File: config.mk
export PLATFORM = sky130hd
export DESIGN_NAME = get_req_fsm
export DESIGN_NICKNAME = d
export VERILOG_FILES = /design/src/rtl/get_req_pkg.sv /design/src/rtl/get_req_fsm.sv
export SDC_FILE = /design/constraint.sdc
export NUM_CORES = 1
export LEC_CHECK = 0
export CAP_MARGIN = 20
export CORE_MARGIN = 10
export CORE_UTILIZATION = 50
export DETAILED_ROUTE_END_ITERATION = 8
export GPL_TIMING_DRIVEN = 1
export PLACE_DENSITY = 0.64
export SETUP_SLACK_MARGIN = 0.4
export SLEW_MARGIN = 20
export SYNTH_ARGS = -nofsm -noshare
export SYNTH_HDL_FRONTEND = slang
export SYNTH_SLANG_ARGS = --single-unit
File: constraint.sdc
create_clock -name clk -period 14.45 [get_ports clk]
set_input_delay 2.89 -clock clk [delete_from_list [all_inputs] [get_ports clk]]
set_output_delay 2.89 -clock clk [all_outputs]
set_load 0.01 [all_outputs]
File: src/rtl/get_req_pkg.sv
// Shared types and constants for the HTTP request-line sequencer.
// The state encoding is numeric-significant: loadk = 3k+1, waitloadk = 3k+2, waitsendk = 3k+3.
package get_req_pkg;

    localparam int unsigned MSG_LEN = 19;

    typedef enum logic [5:0] {
        init = 6'd0,
        load0,  waitload0,  waitsend0,
        load1,  waitload1,  waitsend1,
        load2,  waitload2,  waitsend2,
        load3,  waitload3,  waitsend3,
        load4,  waitload4,  waitsend4,
        load5,  waitload5,  waitsend5,
        load6,  waitload6,  waitsend6,
        load7,  waitload7,  waitsend7,
        load8,  waitload8,  waitsend8,
        load9,  waitload9,  waitsend9,
        load10, waitload10, waitsend10,
        load11, waitload11, waitsend11,
        load12, waitload12, waitsend12,
        load13, waitload13, waitsend13,
        load14, waitload14, waitsend14,
        load15, waitload15, waitsend15,
        load16, waitload16, waitsend16,
        load17, waitload17, waitsend17,
        load18, waitload18, waitsend18,
        finish
    } state_e;

    // "GET /req HTTP/1.0\r\n"
    localparam logic [7:0] MSG_ROM [MSG_LEN] = '{
        8'h47, 8'h45, 8'h54, 8'h20, 8'h2F, 8'h72, 8'h65, 8'h71, 8'h20, 8'h48,
        8'h54, 8'h54, 8'h50, 8'h2F, 8'h31, 8'h2E, 8'h30, 8'h0D, 8'h0A
    };

    // 0 = load, 1 = waitload, 2 = waitsend, 3 = init/finish
    function automatic logic [1:0] phase_of(input state_e s);
        logic [5:0] v;
        v = s;
        if (s == init || s == finish) return 2'd3;
        v = v - 6'd1;
        return 2'(v % 6'd3);
    endfunction

    function automatic logic [4:0] byte_idx(input state_e s);
        logic [5:0] v;
        v = s;
        v = v - 6'd1;
        return 5'(v / 6'd3);
    endfunction

endpackage

File: src/rtl/get_req_fsm.sv
// Streams the fixed request line into the UART transmitter, one byte per
// load strobe, paced by txempty; pulses done once the last byte is taken.
module get_req_fsm
    import get_req_pkg::*;
(
    input  logic       clk,
    input  logic       rst_n,
    input  logic       start,
    input  logic       txempty,
    output logic       done,
    output logic [7:0] txdata,
    output logic       ldtxdata
);

    state_e     state, state_d;
    logic       ldtxdata_q, ldtxdata_d;
    logic       done_q, done_d;
    logic [7:0] txdata_q, txdata_d;

    // Every state other than init/finish advances by one, except waitsend
    // which waits for txempty; this leans on the interleaved encoding.
    always_comb begin
        state_d = state;
        if (state == init) begin
            if (start) state_d = load0;
        end else if (state == finish) begin
            state_d = init;
        end else if (phase_of(state) != 2'd2 || txempty) begin
            state_d = state_e'(state + 6'd1);
        end

        ldtxdata_d = (phase_of(state_d) == 2'd0);
        txdata_d   = ldtxdata_d ? MSG_ROM[byte_idx(state_d)] : txdata_q;
        done_d     = (state == finish);
    end

    always_ff @(posedge clk or negedge rst_n) begin
        if (!rst_n) begin
            state      <= init;
            ldtxdata_q <= 1'b0;
            done_q     <= 1'b0;
            txdata_q   <= '0;
        end else begin
            state      <= state_d;
            ldtxdata_q <= ldtxdata_d;
            done_q     <= done_d;
            txdata_q   <= txdata_d;
        end
    end

    assign ldtxdata = ldtxdata_q;
    assign done     = done_q;
    assign txdata   = txdata_q;

endmodule

# After elaboration in Yosys (flattened, before gate mapping)
# Memory sizes are Yosys's and may differ from the RTL's. A register that Yosys moved wholly into a read port is not among the register bits.
# Cells that the tools add are included.
# Widths: inputs -> output; s select.
# totals
ff_bits	8
romBits	256
input_bits	4
out_inout_bits	10
wordCells	35
memories	1
# memory_table
memory	words	width	read_ports	rd_ports_with_merged_regs	write_ports	line_no	text
(no name shown)	32	8	1	1	0	get_req_fsm.sv:33	txdata_d = ldtxdata_d ? MSG_ROM[byte_idx(state_d)] : txdata_q;
# classes
add_sub_neg	3
div	3
eq_ne	3
n_mux	14
bitwise_logic	1
n_reduce_logical	7
# op_table
op	n
$mux 6	4
$eq 6x6->1 const B	2
$logic_not 6->1	2
$mod 6x2->6 const B	2
$mux 2	6
$sub 6x1->6 const B	2
$add 6x1->6 const B	1
$div 6x2->6 const B	1
$not 5->6	1
$mux 1	4
$logic_or 1x1->1	3
$logic_not 2->1	1
$ne 2x2->1 const B	1
$logic_not 1->1	1

# Depth between registers and ports, before layout
# Gate-level depths: netlist (run 1).
# logic_depth
depth_word	18
mapped_depth	59
depth_no_buf	56

# Least setup slack after synthesis (run 1)
# No wires, ideal clock.
# synth_path
path_kind	register to register
startpoint	register state[0]
endpoint	register txdata_q[4] (netlist: txdata[4])
setup_time_ns	0.125
arrival_ns	11.211
setup_slack_ns	3.114
path_stages_with_launch	57
path_buffers	3
cell_sequence	dfrtp_1 clkbuf_1 clkbuf_1 inv_1 ha_1 buf_2 nor3b_2 nand4b_1 o21a_1 inv_1 ha_1 nor4_1 a211oi_2 o21ai_1 o21ai_0 o2bb2ai_1 ha_1 nor4_1 [21 not listed] o211a_1 nand3_1 o21ai_0 ha_1 a2111oi_4 xnor2_1 ha_1 a311o_1 a211o_1 a221oi_1 a2bb2oi_1 inv_1 ha_1 nand2_1 o211a_1 a21boi_0 mux2i_1 mux2_4
# synth_via
elab_chain_cells	18
word_cells_on_any_way	28
cone_classes	add/sub (3); div (3); eq/ne (3); mux (12); bitwise (1); reduce/logical (6)
# synth_lines
element	line_no	text
start: declaration	get_req_fsm.sv:15	state_e state, state_d;
start signal: assignment	get_req_fsm.sv:39	state <= init;
start signal: assignment	get_req_fsm.sv:44	state <= state_d;
branches (longest 12 deep; another with $sub 6x1->6)	n/a	
$mux 6 (*)	get_req_fsm.sv:24	if (state == init) begin
branches (longest 5 deep; another with $sub 6x1->6)	n/a	
end: declaration	get_req_fsm.sv:18	logic [7:0] txdata_q, txdata_d;
# Every way passes the cells marked *. The select of a mux whose other input is x is not followed.

# Final worst setup path (run 1)
# layout_path
startpoint	register state[1]
endpoint	register txdata_q[4] (netlist: txdata[4])
# Same word-level chain as after synthesis.

==> flow_summary.yaml, run 1 <==
worst_setup_path:
  critPathMostFrequentCell: "sky130_fd_sc_hd__ha_1"
  worst-path-max-fanout: 14
  critical-path-slowest-cell: "sky130_fd_sc_hd__dfrtp_1"
  endpoint_kind: "flip-flop"
  cp_slowest_stage_delay_ps: 530
  critPathKind: "reg2reg"
  worstPathArrival_ps: 12960
  critical_path.startpoint_type: "flip-flop"
  required_ps: 14640
clocking:
  cts_buffers: 3
  tritoncts_clock_tree: "yes"
  cts_root_buf: "sky130_fd_sc_hd__clkbuf_8"
  clk_transition_reported_paths_ps: 70
  cts_sinks: 15
  cts_htree_levels: 1
  ctsLongestPathBuffers: 2
  clock_latency_ps: 250
global_routing:
  grt_antenna_before_repair: 0
  grt_start_max_net_pins: 23
  grt_remaining_overflow: 0
  grt_use_total: 0.1543
  first_global_vias: 2803
  grt_first_pass_wirelength_mm: 13.23
route:
  drt.antenna.violating_nets: 0
  initial_drt_markers: 130
  routed-via-count: 2942
  drt_pass_1_iters: 4
  drcViolationCount: 0
  post_drt_wl_per_cell_um: 16.74
  avgViaCountPerCell: 6.273
  detail_route.wirelength_mm: 7.849
timing:
  timing.hold.ws_ps: 519.6
  totalNegativeSetupSlack_ps: 0
  setup_viol_count_final: 0
  post-route-period-util: 0.8834
  timing.final.crit_period_ps: 12770
  max_slew_margin_vs_limit: 0.3401
  fmax_mhz: 78.34
  fin_worst_skew_ps: 8.561
  final_max_slew_viol_count: 0
  hold_viol_final: 0
  max_slew.worst_pin.slew_ps: 986.5
  setup_repair_after_global_routing_missed_its_margin: "no"
layout:
  layout_common_cells: "31 x sky130_fd_sc_hd__nor2_1, 28 x sky130_fd_sc_hd__inv_1, 27 x sky130_fd_sc_hd__nand2_1"
  finalNetCount: 425
  area_growth_syn_to_layout_pct: 7.003
  drive_gt1_frac: 0.1142
  number_of_antenna_cells_inserted: 0
  mostFrequentLayoutCell: "sky130_fd_sc_hd__nor2_1"
  layout.filler_cells: 579
placed_design:
  placement.io_buffers: 12
  finalWeightedCongestion: 0.8869
  post_dp_hpwl_mm: 6.199
floorplan:
  die-height_um: 98.17
  fp.coreArea_um2: 5921
  die_area_um2: 9637
  floorplan.initialDensity: 0.5161
  placement_rows: 28
  pin_count: 14
  die_width_um: 98.17
flow_run:
  drv.max_cap_violation_count: 0
synth:
  synth-seq-area-share: 0.1229
  ys_ff_latch: 15
  post_synth_fa_ha_maj_area_fraction: 0.1065
  synth-async-reset-ratio: 1.000
  synthesis.area_um2: 3055
  mappedNetlistNets: 422
  synth_compound_area_frac: 0.3387
  synth.area.mux_share: 0.07371
  synthCells: 392
  synth-edff-count: 0
  synthFlopType: "sky130_fd_sc_hd__dfrtp_1"
  yosys.area_share.simple: 0.2584
  syn-mean-instance-area_um2: 7.794
  ys.warnings.count: 0
  post_synth_num_cell_types: 86
  dominant_combinational_cell_family_by_area_after_synthesis: "compound AO/OA/AOI/OAI gates"
  xor_xnor_share_of_the_synthesized_area: 0.03399
status:
  status: "finished, final reports clean"
min_path:
  holdCritPathClass: "reg2reg"
[worst max-delay path, delay by kind of cell, from the launching register on]
kind,cells,cell delay [ps]
muxes,2,320
adders and majority gates,9,2990
DFF,1,530
xor gates and xnor gates,3,480
buffers and inverters,7,970
and+or+nand+nor,10,2190
AOI/OAI and AO/OA,23,5220
[flip-flops by register name (all words and copies together), names as in the netlist]
name,flops
txdata,7
ldtxdata,1
state,6
done,1
[worst paths after layout]
kind	depth (start not counted)	slack (ps)	start	end
max	54	1680	state[1]	txdata[4]
min	1	520	txdata[2]	txdata[2]
max reg2reg	54	1680	state[1]	txdata[4]
min reg2reg	1	520	txdata[2]	txdata[2]
max in group asynchronous	1	10910	rst_n	state[0]
min in group asynchronous	1	3060	rst_n	ldtxdata
[stage by stage]
step / cells / util / area [um^2] / setup WS, ps
detailed placement: 464 / 0.5410 / 3203 / 1383
floorplan: 392 / - / 3055 / 3114
finish: 469 / 0.5522 / 3269 / 1685
CTS: 468 / 0.5492 / 3252 / 1316
global route: 469 / 0.5522 / 3269 / 471.7
global placement: 464 / 0.5410 / 3203 / 1672
[synthesized netlist by cell type, drive strengths merged (5+ instances only)]
library cell | n | area (um^2)
nor2 | 32 | 120.1
inv | 31 | 116.4
nand2 | 28 | 107.6
ha | 26 | 325.3
o21ai | 25 | 125.1
a21oi | 20 | 103.9
nor3 | 16 | 85.08
dfrtp | 15 | 375.4
nor4 | 11 | 96.34
buf | 10 | 55.05
a211oi | 9 | 82.58
a21boi | 9 | 71.31
mux2 | 9 | 120.1
mux2i | 8 | 105.1
or3 | 8 | 55.05
xnor2 | 8 | 77.58
clkbuf | 7 | 26.28
nand4 | 7 | 43.79
o211ai | 7 | 52.55
and2 | 6 | 37.54
o2111ai | 6 | 58.80
o31ai | 6 | 45.04
a21o | 5 | 37.54
nand2b | 5 | 31.28
o21a | 5 | 37.54
[layer usage]
metal  share of wire  track usage
met1            0.45       0.1854
met2            0.51       0.2807
met3           0.019     0.006342
met4           0.018      0.05954
met5               0            0
[final cells by class]
cell class              instances  area, um^2  area share
clock buffers                   3       41.29     0.01263
clock inverters                 1       7.507    0.002296
inverters                      31       116.4     0.03559
multi-input cells             329        2491      0.7620
flip-flops and latches         15       376.6      0.1152
well taps                      75       93.84     0.02870
repair buffers                 15       142.6     0.04363
[timing repair]
action | in CTS | in global routing
gates resized for setup | 0 | 3
hold buffers | 0 | 0
setup endpoints to repair | 0 | 7
buffers inserted | 0 | 1
[logic make-up after synthesis]
group / after synthesis
AO/OA/AOI/OAI: 132
XOR/XNOR: 11
adder cells (fa/ha/maj): 26
buffers and inverters: 48
flip-flops: 15
multiplexers: 17
other: 1
AND/OR/NAND/NOR: 142
Power of run 1 is not shown: default switching activity piles up to over one toggle a cycle in this logic, so the estimate is an artifact.
==> inputs of run 2 (changes only) <==
- DONT_BUFFER_PORTS: unset -> 1
- PLACE_DENSITY: 0.64 -> 0.61
==> run 2 against run 1 <==
  * Critical path depth unchanged
  * First-iteration DRC count down 11%
  * Clock-buffer cell count grew 1
  * Via count fell by 1.1%
  * Critical path type unchanged
  * Highest routed layer unchanged
==> flow_summary.yaml, run 2 (synthesis gave the netlist of run 1 again) <==
route:
  topmost_layer_with_routed_signal_wires: "met4"
  post_drt_wl_per_cell_um: 16.59
  detail_route.wirelength_mm: 7.600
  routed-wl-met3_um: 148
  drt.antenna.violating_nets: 0
  met2WireLength_mm: 3.817
  drcViolationCount: 0
  drt_pass_1_iters: 4
  avgViaCountPerCell: 6.356
  initial_drt_markers: 116
  routed-via-count: 2911
  met1_length_mm: 3.514
clocking:
  tritoncts_clock_tree: "yes"
  cts_root_buf: "sky130_fd_sc_hd__clkbuf_8"
  cts_buffers: 3
  cts_htree_levels: 1
  clk_transition_reported_paths_ps: 60
  ctsLongestPathBuffers: 2
  clock_latency_ps: 250
  cts_sinks: 15
timing:
  fmax_mhz: 78.84
  final_max_slew_viol_count: 0
  setup_viol_count_final: 0
  fin_worst_skew_ps: 7.432
  post-route-period-util: 0.8777
  max_slew.worst_pin.slew_ps: 819.6
  timing.final.crit_period_ps: 12680
  hold_viol_final: 0
  max_slew_margin_vs_limit: 0.4497
  post_layout_worst_setup_margin_ps: 1767
  totalNegativeSetupSlack_ps: 0
  setup_repair_after_global_routing_missed_its_margin: "no"
floorplan:
  fp.coreArea_um2: 5921
  pin_count: 14
  placement_rows: 28
  floorplan.initialDensity: 0.5161
  die_width_um: 98.17
  die-height_um: 98.17
  die_area_um2: 9637
layout:
  post-route-util: 0.5347
  area_growth_syn_to_layout_pct: 3.604
  layout_common_cells: "31 x sky130_fd_sc_hd__nor2_1, 28 x sky130_fd_sc_hd__inv_1, 27 x sky130_fd_sc_hd__nand2_1"
  mostFrequentLayoutCell: "sky130_fd_sc_hd__nor2_1"
  finalNetCount: 414
  number_of_antenna_cells_inserted: 0
  largest_register_ffs: 7
  drive_gt1_frac: 0.1227
placed_design:
  post_dp_hpwl_mm: 6.007
  finalWeightedCongestion: 0.9302
  placement.io_buffers: 0
  dp_slack_ps: 1132
worst_setup_path:
  endpoint_kind: "flip-flop"
  critical-path-slowest-cell: "sky130_fd_sc_hd__dfrtp_1"
  worstPathArrival_ps: 12870
  critical_path.startpoint_type: "flip-flop"
  required_ps: 14630
  critical-path-top-delay-family: "compound AO/OA/AOI/OAI gates"
  cp_slowest_stage_delay_ps: 760
  endpoint: "txdata[4]"
  reg2reg_from: "state[0]"
  critPathKind: "reg2reg"
  worst_r2r_endpoint: "txdata[4]"
  reg2reg_depth: 54
  critPathMostFrequentCell: "sky130_fd_sc_hd__ha_1"
  worst_setup_path_startpoint: "state[0]"
  worst_path_bufs_invs: 7
  worst-path-max-fanout: 20
  reg2reg_setup_slack_ps: 1770
  cp.depth: 54
status:
  status: "finished, final reports clean"
global_routing:
  grt_remaining_overflow: 0
  first_global_vias: 2569
  grt_first_pass_wirelength_mm: 12.50
  grt_antenna_before_repair: 0
  grt_use_total: 0.1452
  grt_start_max_net_pins: 23
min_path:
  holdCritPathClass: "reg2reg"
flow_run:
  drv.max_cap_violation_count: 0
## run 2: cell count changes in the layout (fill, tap and decap cells not counted), sizes merged
cell           previous run  this run
clkdlybuf4s50            12         0
clkbuf                    3         4
clkinvlp                  1         0
buf                       3         4
## run 2: cell type report
cell class                      instances  area [um^2]
Sequential cell                        15        375.4
Clock buffer                            4        45.04
Fill cell                             575         2755
Timing Repair Buffer                    4        30.03
Multi-Input combinational cell        329         2505
Inverter                               31        116.4
Tap cell                               75        93.84
## run 2: worst min-delay path by stage
stage,start,to,cells after the start
2_1_floorplan,txdata[1],txdata[1],2
3_3_place_gp,txdata[1],txdata[1],2
5_1_grt,txdata[5],txdata[5],2
3_5_place_dp,txdata[1],txdata[1],2
4_1_cts,txdata[5],txdata[5],2
6_report,txdata[1],txdata[1],2
## run 2: routing by layer
layer | GRT usage | vias to the layer above
met5 | 0 | -
met1 | 0.1867 | 1378
met3 | 0.003524 | 11
li1 | - | 1462
met2 | 0.2574 | 60
met4 | 0.04079 | 0
## run 2: per-stage QoR
| stage | instances | area [um^2] | hold slack [ps] |
|---|---|---|---|
| 2_1_floorplan | 392 | 3055 | 546.7 |
| 3_3_place_gp | 453 | 3090 | 572.6 |
| 3_5_place_dp | 453 | 3090 | 573.4 |
| 4_1_cts | 457 | 3136 | 586.9 |
| 5_1_grt | 458 | 3166 | 622.0 |
| 6_report | 458 | 3166 | 579.4 |
## run 2: timing repair
item                       4_1_cts  5_1_grt
hold buffers                     0        0
gates resized for setup          0        5
buffers inserted                 0        1
setup endpoints to repair        0        8
## run 2: worst min-delay path, cell delays in order, from the launching register on
cell,delay [ps]
sky130_fd_sc_hd__dfrtp_1,410
sky130_fd_sc_hd__inv_1,70
sky130_fd_sc_hd__mux2i_1,60
Power of run 2 is left out for the same reason.
